--- config.mk ---
export PLATFORM = sky130hd
export DESIGN_NAME = dbg_uart_host_flat
export DESIGN_NICKNAME = d
export VERILOG_FILES = /design/src/rtl/dbg_uart_host_if.sv /design/src/rtl/dbg_uart_host.sv /design/src/flat_wrapper.sv
export SDC_FILE = /design/constraint.sdc
export NUM_CORES = 1
export LEC_CHECK = 0
export ABC_CLOCK_PERIOD_IN_PS = 7100
export CORE_MARGIN = 4
export CORE_UTILIZATION = 45
export CTS_CLUSTER_SIZE = 24
export DETAILED_ROUTE_END_ITERATION = 6
export GPL_TIMING_DRIVEN = 0
export PLACE_DENSITY = 0.76
export SETUP_SLACK_MARGIN = 0.1
export SKIP_LAST_GASP = 1
export SYNTH_ARGS = -nofsm -noshare
export SYNTH_HDL_FRONTEND = slang
export SYNTH_SLANG_ARGS = --single-unit
--- constraint.sdc ---
create_clock -name clk -period 7.1 [get_ports clk]
set_clock_uncertainty 0.05 [all_clocks]
set_input_delay 2.13 -clock clk [delete_from_list [all_inputs] [get_ports clk]]
set_output_delay 2.13 -clock clk [all_outputs]
set_load 0.1 [all_outputs]
--- src/rtl/dbg_uart_host_if.sv ---
// Command/response port of the UART debug host.
// master: command issuer; slave: dbg_uart_host.
interface dbg_uart_host_if;
    logic        cmd_valid_i;
    logic        cmd_ready_o;
    logic [7:0]  cmd_i;
    logic [31:0] addr_i;
    logic [31:0] data_i;
    logic        rsp_valid_o;
    logic [31:0] rsp_data_o;
    logic        rsp_err_o;

    modport master (
        output cmd_valid_i, cmd_i, addr_i, data_i,
        input  cmd_ready_o, rsp_valid_o, rsp_data_o, rsp_err_o
    );

    modport slave (
        input  cmd_valid_i, cmd_i, addr_i, data_i,
        output cmd_ready_o, rsp_valid_o, rsp_data_o, rsp_err_o
    );
endinterface

--- src/rtl/dbg_uart_host.sv ---
// Host-side UART debug initiator: sends cmd[/addr[/data]], parses reply.
// Ports: clk, rstn_i (async low), tx_o, rx_i, bus (cmd/rsp, slave modport).

// 8N1 transmitter: tx_done_o pulses once at the end of the stop bit.
module uart_tx (
    input  logic        clk,
    input  logic        rstn_i,
    input  logic [31:0] clk_div_i,
    input  logic        tx_valid_i,
    input  logic [7:0]  tx_data_i,
    output logic        tx_done_o,
    output logic        tx_o
);
    logic        busy;
    logic [31:0] cnt;
    logic [3:0]  idx;
    logic [8:0]  sh;

    always_ff @(posedge clk or negedge rstn_i) begin
        if (!rstn_i) begin
            busy      <= 1'b0;
            cnt       <= '0;
            idx       <= '0;
            sh        <= '1;
            tx_done_o <= 1'b0;
            tx_o      <= 1'b1;
        end else begin
            tx_done_o <= 1'b0;
            if (!busy) begin
                cnt <= '0;
                // skip the done cycle so a still-held valid is not resent
                if (tx_valid_i && !tx_done_o) begin
                    busy <= 1'b1;
                    tx_o <= 1'b0;
                    sh   <= {1'b1, tx_data_i};
                    idx  <= '0;
                end
            end else if (cnt == clk_div_i - 32'd1) begin
                cnt <= '0;
                if (idx == 4'd9) begin
                    busy      <= 1'b0;
                    tx_done_o <= 1'b1;
                end else begin
                    tx_o <= sh[0];
                    sh   <= {1'b1, sh[8:1]};
                    idx  <= idx + 4'd1;
                end
            end else begin
                cnt <= cnt + 32'd1;
            end
        end
    end
endmodule

// 8N1 receiver: samples mid-bit; rx_err_o flags a low stop bit.
module uart_rx (
    input  logic        clk,
    input  logic        rstn_i,
    input  logic [31:0] clk_div_i,
    input  logic        rx_enable_i,
    input  logic        rx_i,
    output logic        rx_valid_o,
    output logic [7:0]  rx_data_o,
    output logic        rx_err_o
);
    logic [1:0]  sync;
    logic        rx_s;
    logic        busy;
    logic [31:0] cnt;
    logic [31:0] tgt;
    logic [3:0]  idx;
    logic [7:0]  sh;

    assign rx_s = sync[1];
    // idx 0 is the start bit, checked half a bit in
    assign tgt  = (idx == 4'd0) ? (clk_div_i >> 1) : (clk_div_i - 32'd1);

    always_ff @(posedge clk or negedge rstn_i) begin
        if (!rstn_i) begin
            sync       <= 2'b11;
            busy       <= 1'b0;
            cnt        <= '0;
            idx        <= '0;
            sh         <= '0;
            rx_valid_o <= 1'b0;
            rx_data_o  <= '0;
            rx_err_o   <= 1'b0;
        end else begin
            sync       <= {sync[0], rx_i};
            rx_valid_o <= 1'b0;
            rx_err_o   <= 1'b0;
            if (!busy) begin
                cnt <= '0;
                idx <= '0;
                if (rx_enable_i && !rx_s) busy <= 1'b1;
            end else if (cnt == tgt) begin
                cnt <= '0;
                idx <= idx + 4'd1;
                if (idx == 4'd0) begin
                    if (rx_s) busy <= 1'b0;
                end else if (idx == 4'd9) begin
                    busy       <= 1'b0;
                    rx_valid_o <= 1'b1;
                    rx_data_o  <= sh;
                    rx_err_o   <= !rx_s;
                end else begin
                    sh <= {rx_s, sh[7:1]};
                end
            end else begin
                cnt <= cnt + 32'd1;
            end
        end
    end
endmodule

module dbg_uart_host #(
    parameter int unsigned CLK_FREQ = 50000000,
    parameter int unsigned BAUDRATE = 115200,
    parameter int unsigned TIMEOUT  = 1000000,
    parameter logic [7:0]  END_BYTE = 8'haa
) (
    input  logic clk,
    input  logic rstn_i,
    output logic tx_o,
    input  logic rx_i,
    dbg_uart_host_if.slave bus
);
    localparam logic [31:0] CLK_DIV  = 32'(CLK_FREQ / BAUDRATE);
    localparam logic [31:0] TMO_LAST = 32'(TIMEOUT) - 32'd1;

    typedef enum logic [2:0] {
        IDLE, TX_CMD, TX_ADDR, TX_DATA, RX_DATA, RX_END, RSP
    } state_t;

    state_t      state_q, state_d;
    logic [7:0]  cmd_q;
    logic [31:0] addr_q, data_q, rsp_data_q;
    logic [2:0]  byte_cnt;
    logic [31:0] tmo_cnt;
    logic        err_q;

    logic        tx_valid, tx_done;
    logic [7:0]  tx_byte;
    logic        rx_valid, rx_err;
    logic [7:0]  rx_data;
    logic        cmd_ready, rsp_valid, adv, set_err, tmo, in_rx;

    uart_tx u_tx (
        .clk       (clk),
        .rstn_i    (rstn_i),
        .clk_div_i (CLK_DIV),
        .tx_valid_i(tx_valid),
        .tx_data_i (tx_byte),
        .tx_done_o (tx_done),
        .tx_o      (tx_o)
    );

    uart_rx u_rx (
        .clk        (clk),
        .rstn_i     (rstn_i),
        .clk_div_i  (CLK_DIV),
        .rx_enable_i(1'b1),
        .rx_i       (rx_i),
        .rx_valid_o (rx_valid),
        .rx_data_o  (rx_data),
        .rx_err_o   (rx_err)
    );

    assign in_rx = (state_q == RX_DATA) || (state_q == RX_END);
    assign tmo   = (TIMEOUT != 0) && (tmo_cnt == TMO_LAST);

    always_comb begin
        state_d   = state_q;
        tx_valid  = 1'b0;
        tx_byte   = cmd_q;
        cmd_ready = 1'b0;
        rsp_valid = 1'b0;
        adv       = 1'b0;
        set_err   = 1'b0;
        unique case (state_q)
            IDLE: begin
                cmd_ready = 1'b1;
                if (bus.cmd_valid_i) state_d = TX_CMD;
            end
            TX_CMD: begin
                tx_valid = 1'b1;
                if (tx_done) state_d = cmd_q[7] ? TX_ADDR : RX_END;
            end
            TX_ADDR: begin
                tx_valid = 1'b1;
                tx_byte  = addr_q[{byte_cnt[1:0], 3'b000} +: 8];
                if (tx_done) begin
                    adv = 1'b1;
                    if (byte_cnt == 3'd3)
                        state_d = cmd_q[6] ? TX_DATA : RX_DATA;
                end
            end
            TX_DATA: begin
                tx_valid = 1'b1;
                tx_byte  = data_q[{byte_cnt[1:0], 3'b000} +: 8];
                if (tx_done) begin
                    adv = 1'b1;
                    if (byte_cnt == 3'd3) state_d = RX_END;
                end
            end
            RX_DATA: begin
                if (rx_valid) begin
                    adv     = 1'b1;
                    set_err = rx_err;
                    if (byte_cnt == 3'd3) state_d = RX_END;
                end else if (tmo) begin
                    set_err = 1'b1;
                    state_d = RSP;
                end
            end
            RX_END: begin
                if (rx_valid) begin
                    set_err = rx_err || (rx_data != END_BYTE);
                    state_d = RSP;
                end else if (tmo) begin
                    set_err = 1'b1;
                    state_d = RSP;
                end
            end
            RSP: begin
                rsp_valid = 1'b1;
                state_d   = IDLE;
            end
            default: state_d = IDLE;
        endcase
    end

    always_ff @(posedge clk or negedge rstn_i) begin
        if (!rstn_i) state_q <= IDLE;
        else         state_q <= state_d;
    end

    always_ff @(posedge clk or negedge rstn_i) begin
        if (!rstn_i) begin
            cmd_q      <= '0;
            addr_q     <= '0;
            data_q     <= '0;
            rsp_data_q <= '0;
            byte_cnt   <= '0;
            tmo_cnt    <= '0;
            err_q      <= 1'b0;
        end else begin
            if (cmd_ready && bus.cmd_valid_i) begin
                cmd_q  <= bus.cmd_i;
                addr_q <= bus.addr_i;
                data_q <= bus.data_i;
                err_q  <= 1'b0;
            end else if (set_err) begin
                err_q <= 1'b1;
            end
            if (state_d != state_q) byte_cnt <= '0;
            else if (adv)           byte_cnt <= byte_cnt + 3'd1;
            // counts idle cycles while waiting on a reply byte
            if (!in_rx || rx_valid) tmo_cnt <= '0;
            else                    tmo_cnt <= tmo_cnt + 32'd1;
            if (state_q == RX_DATA && rx_valid)
                rsp_data_q[{byte_cnt[1:0], 3'b000} +: 8] <= rx_data;
        end
    end

    assign bus.cmd_ready_o = cmd_ready;
    assign bus.rsp_valid_o = rsp_valid;
    assign bus.rsp_data_o  = rsp_data_q;
    assign bus.rsp_err_o   = err_q;
endmodule
--- src/flat_wrapper.sv ---
// flat-port wrapper written by rule: the top's interface ports become plain ports
module dbg_uart_host_flat 
#(
    parameter int unsigned CLK_FREQ = 50000000,
    parameter int unsigned BAUDRATE = 115200,
    parameter int unsigned TIMEOUT  = 1000000,
    parameter logic [7:0]  END_BYTE = 8'haa
)
  (clk, rstn_i, tx_o, rx_i, bus_cmd_valid_i, bus_cmd_i, bus_addr_i, bus_data_i, bus_cmd_ready_o, bus_rsp_valid_o, bus_rsp_data_o, bus_rsp_err_o);
  dbg_uart_host_if bus_i ();
  input  logic clk;
  input  logic rstn_i;
  output logic tx_o;
  input  logic rx_i;
  input wire logic [$bits(bus_i.cmd_valid_i)-1:0] bus_cmd_valid_i;
  input wire logic [$bits(bus_i.cmd_i)-1:0] bus_cmd_i;
  input wire logic [$bits(bus_i.addr_i)-1:0] bus_addr_i;
  input wire logic [$bits(bus_i.data_i)-1:0] bus_data_i;
  output wire logic [$bits(bus_i.cmd_ready_o)-1:0] bus_cmd_ready_o;
  output wire logic [$bits(bus_i.rsp_valid_o)-1:0] bus_rsp_valid_o;
  output wire logic [$bits(bus_i.rsp_data_o)-1:0] bus_rsp_data_o;
  output wire logic [$bits(bus_i.rsp_err_o)-1:0] bus_rsp_err_o;
  assign bus_i.cmd_valid_i = bus_cmd_valid_i;
  assign bus_i.cmd_i = bus_cmd_i;
  assign bus_i.addr_i = bus_addr_i;
  assign bus_i.data_i = bus_data_i;
  assign bus_cmd_ready_o = bus_i.cmd_ready_o;
  assign bus_rsp_valid_o = bus_i.rsp_valid_o;
  assign bus_rsp_data_o = bus_i.rsp_data_o;
  assign bus_rsp_err_o = bus_i.rsp_err_o;
  dbg_uart_host #(.CLK_FREQ(CLK_FREQ), .BAUDRATE(BAUDRATE), .TIMEOUT(TIMEOUT), .END_BYTE(END_BYTE)) u_core (.clk(clk), .rstn_i(rstn_i), .tx_o(tx_o), .rx_i(rx_i), .bus(bus_i));
endmodule
==> metrics.cfg, run 1 <==
[synthesis]
syn-num-nets=1305
ys_top_cells_by_count=333 x nand2_1, 236 x dfrtp_1, 127 x nor2_1
synth_top_area_share_pct=50.9
synth_edf_count=0
synth-main-ff-cell=dfrtp_1
synth.most_common_cell=nand2_1
synth-seq-area-share_pct=53.4
syn_avg_cell_area_um2=9.57
synth_area_um2=11600
synth_top_cell_by_area=dfrtp_1
ys.warnings.count=0
yosysUniqueCellTypes=56
synthTopCellsByArea=dfrtp_1 51%, nand2_1 11%, nor2_1 4.1%
synth-seq-cells=247
syn_inst=1213
async_flop_share_pct=100

[place]
place.gp.congestion=0.825
port_buffers=111
pre_cts_slack_ns=2.48
place_inst=1656
dpl.hpwl_um=19400

[timing]
fin_ws_ns=1.90
setup_violations=0
slew_violations=0
period_needed_ns=5.20
fmax_mhz=192
worst_pin_slew_ns=1.10
hold_viol=0
post-route-period-util_pct=73.2
rsz0062_at_grt=false
slew_headroom_pct=26.5

[clock_tree]
clock_path_buffers=3
cts_hold_buf=0
cts-root-buf=clkbuf_16
cts.sinks=247
cts_tree=yes
post_cts_buffers=0
cts.clk_slew.worst_paths_ns=0.06
ctsResizeCount=0
clk_latency_ns=0.54
cts_made_buffers=27
ctsHtreeMaxLevel=1

[floorplan]
fp.dieW_um=169
die_y_um=169
core_um2=25300
initial_core_util_pct=46.0
die_area_um2=28400
rows=58
pin_count=112

[setup_path]
r2r_end=u_core.bus.rsp_data_o[6]$_DFFE_PN0P_
worst_path_most_repeated_cell=clkbuf_1
critPathLaunch=u_core.state_q[2]$_DFF_PN0_
path_max_fanout=10
crit_required_ns=4.92
crit_path_top_delay_cell=clkdlybuf4s50_1
path_class=flip-flop to primary output
crit_family=buffers and inverters
reg2reg_from=u_core.byte_cnt[1]$_DFFE_PN0P_
worstSetupStartpointType=flip-flop
r2r_setup_slack_ns=3.74
cp.depth=5
crit_path_end_kind=primary output
critPathCapture=bus_rsp_valid_o
r2r_cells=7
critPathArrivalTime_ns=3.02
max_stage_delay_ns=1.18
worstPathCellList=clkbuf_1 -> clkbuf_1 -> nand2_1 -> nor2_1 -> clkdlybuf4s50_1
cp.buffers_inverters=3

[global_route]
grt-ovfl-total=0
grt_max_degree=86
grt_usage_pct=19.4
antenna_found_initial=0
grt_pass1_wl_um=46000
grt_pass1_vias=9121

[run]
drv_cap=0

[power]
p_leak_nw=6.31
ir_drop_uv=201
power.density_nw_per_um2=199

[layout]
num-nets-final=1447
n_antenna_cell=0
layout-drive-gt1-share_pct=7.27
stdcell_count=1705
area.growth.synth_to_final_pct=20.8

[routing]
vias=9087
viasPerCell=5.33
drc=0
drtPass1Iterations=5
wl_per_cell_um=16.3
drtAntennaViolNets=0
drt_iter0_markers=702
drt_wl_total_um=27800

[status]
status=finished, final reports clean

[worst_hold_path]
hold_start=u_core.u_rx.sync[0]$_DFF_PN1_
hold_class=flip-flop to flip-flop

final cells by class:
cell class | instances | area (um^2)
Sequential cell | 247 | 6190
Multi-Input combinational cell | 895 | 5140
Tap cell | 330 | 413
Buffer | 51 | 200
Fill cell | 2226 | 11200
Timing Repair Buffer | 113 | 1170
Clock inverter | 6 | 45.0
Clock buffer | 43 | 776
Inverter | 20 | 75.1
layer usage:
metal | vias to the layer above | track usage, % | wire length, um | part of all wire [%]
met2 | 223 | 32.4 | 13500 | 48
met5 | - | 0 | 0 | 0
met4 | 0 | 5.01 | 625 | 2.3
met3 | 45 | 2.90 | 1340 | 4.8
li1 | 4389 | - | - | -
met1 | 4430 | 26.7 | 12300 | 44
sequential cells by signal (all words and copies together) (netlist names), 2 cells and up:
register	count
u_core.addr_q	32
u_core.bus.rsp_data_o	32
u_core.data_q	32
u_core.tmo_cnt	32
u_core.u_rx.cnt	32
u_core.u_tx.cnt	32
u_core.cmd_q	8
u_core.u_rx.rx_data_o	8
u_core.u_rx.sh	8
u_core.u_tx.sh	8
u_core.u_rx.idx	4
u_core.u_tx.idx	4
u_core.byte_cnt	3
u_core.state_q	3
u_core.u_rx.sync	2
power by group:
group | total, mW | internal [mW] | switching, mW
Combinational | 0.0745 | 0.0398 | 0.0347
Sequential | 1.41 | 1.41 | 0.000534
Clock | 1.31 | 0.749 | 0.559
Total | 2.79 | 2.20 | 0.594
per-stage QoR:
| step | hold WS [ns] | utilization (%) | area [um^2] | TNS [ns] | total power [mW] |
|---|---|---|---|---|---|
| 2_1_floorplan | 0.295 | - | 11600 | 0 | 1.44 |
| 6_report | 0.320 | 55.5 | 14000 | 0 | 2.79 |
| 4_1_cts | 0.320 | 55.5 | 14000 | 0 | 2.82 |
| 3_3_place_gp | 0.309 | 52.0 | 13100 | -1621.16 | 1.51 |
| 3_5_place_dp | 0.311 | 52.2 | 13200 | 0 | 1.51 |
| 5_1_grt | 0.324 | 55.5 | 14000 | 0 | 2.89 |
layout by cell type, fill, tap and decap left out, types with 7 or more instances in the layout:
master,n
and4_1,13
mux2_2,17
mux4_2,16
clkdlybuf4s50_1,110
and2_1,7
nand3_1,42
xnor2_1,37
a21oi_1,14
dfstp_2,11
o22ai_1,7
clkbuf_16,27
o21ai_0,45
xor2_1,50
nand2_1,333
nor4_1,34
nor2_1,127
inv_1,19
and3_1,13
clkbuf_1,58
dfrtp_1,236
nand4_1,33
ha_1,16
nor3_1,22
worst min path at each step:
| stage | end | depth (start not counted) |
|---|---|---|
| floorplan | u_core.u_rx.sync[1]$_DFF_PN1_ | 0 |
| global placement | u_core.u_rx.sync[1]$_DFF_PN1_ | 0 |
| detailed placement | u_core.u_rx.sync[1]$_DFF_PN1_ | 0 |
| CTS | u_core.u_rx.sync[1]$_DFF_PN1_ | 0 |
| global route | u_core.u_rx.sync[1]$_DFF_PN1_ | 0 |
| finish | u_core.u_rx.sync[1]$_DFF_PN1_ | 0 |
kinds of logic (layout without fill, tap and decap cells):
logic type | after synthesis | after routing | share of synthesized area (%)
XOR/XNOR | 87 | 87 | 6.57
multiplexers | 38 | 38 | 5.19
AO/OA/AOI/OAI | 81 | 81 | 3.95
AND/OR/NAND/NOR | 673 | 673 | 26.8
buffers and inverters | 71 | 233 | 2.37
adder cells (fa/ha/maj) | 16 | 16 | 1.72
flip-flops | 247 | 247 | 53.4
Note: power is estimated with default switching activity, not from simulation.
==> inputs of run 2 (changes only) <==
ABC_CLOCK_PERIOD_IN_PS = 5000   (was 7100)
clock period = 5 ns   (was 7.1 ns; I/O delays follow)
==> results of run 2 <==
Same layout as run 1 (identical final DEF). Status: finished, final reports clean.
Main changes from that run: setup slack after placement 2.48 ns -> 1.01 ns; setup slack after layout 1.90 ns -> 0.431 ns; register-to-register setup slack 3.74 ns -> 1.64 ns; total power 2.79 mW -> 3.97 mW; worst IR drop on VDD 201 uV -> 285 uV
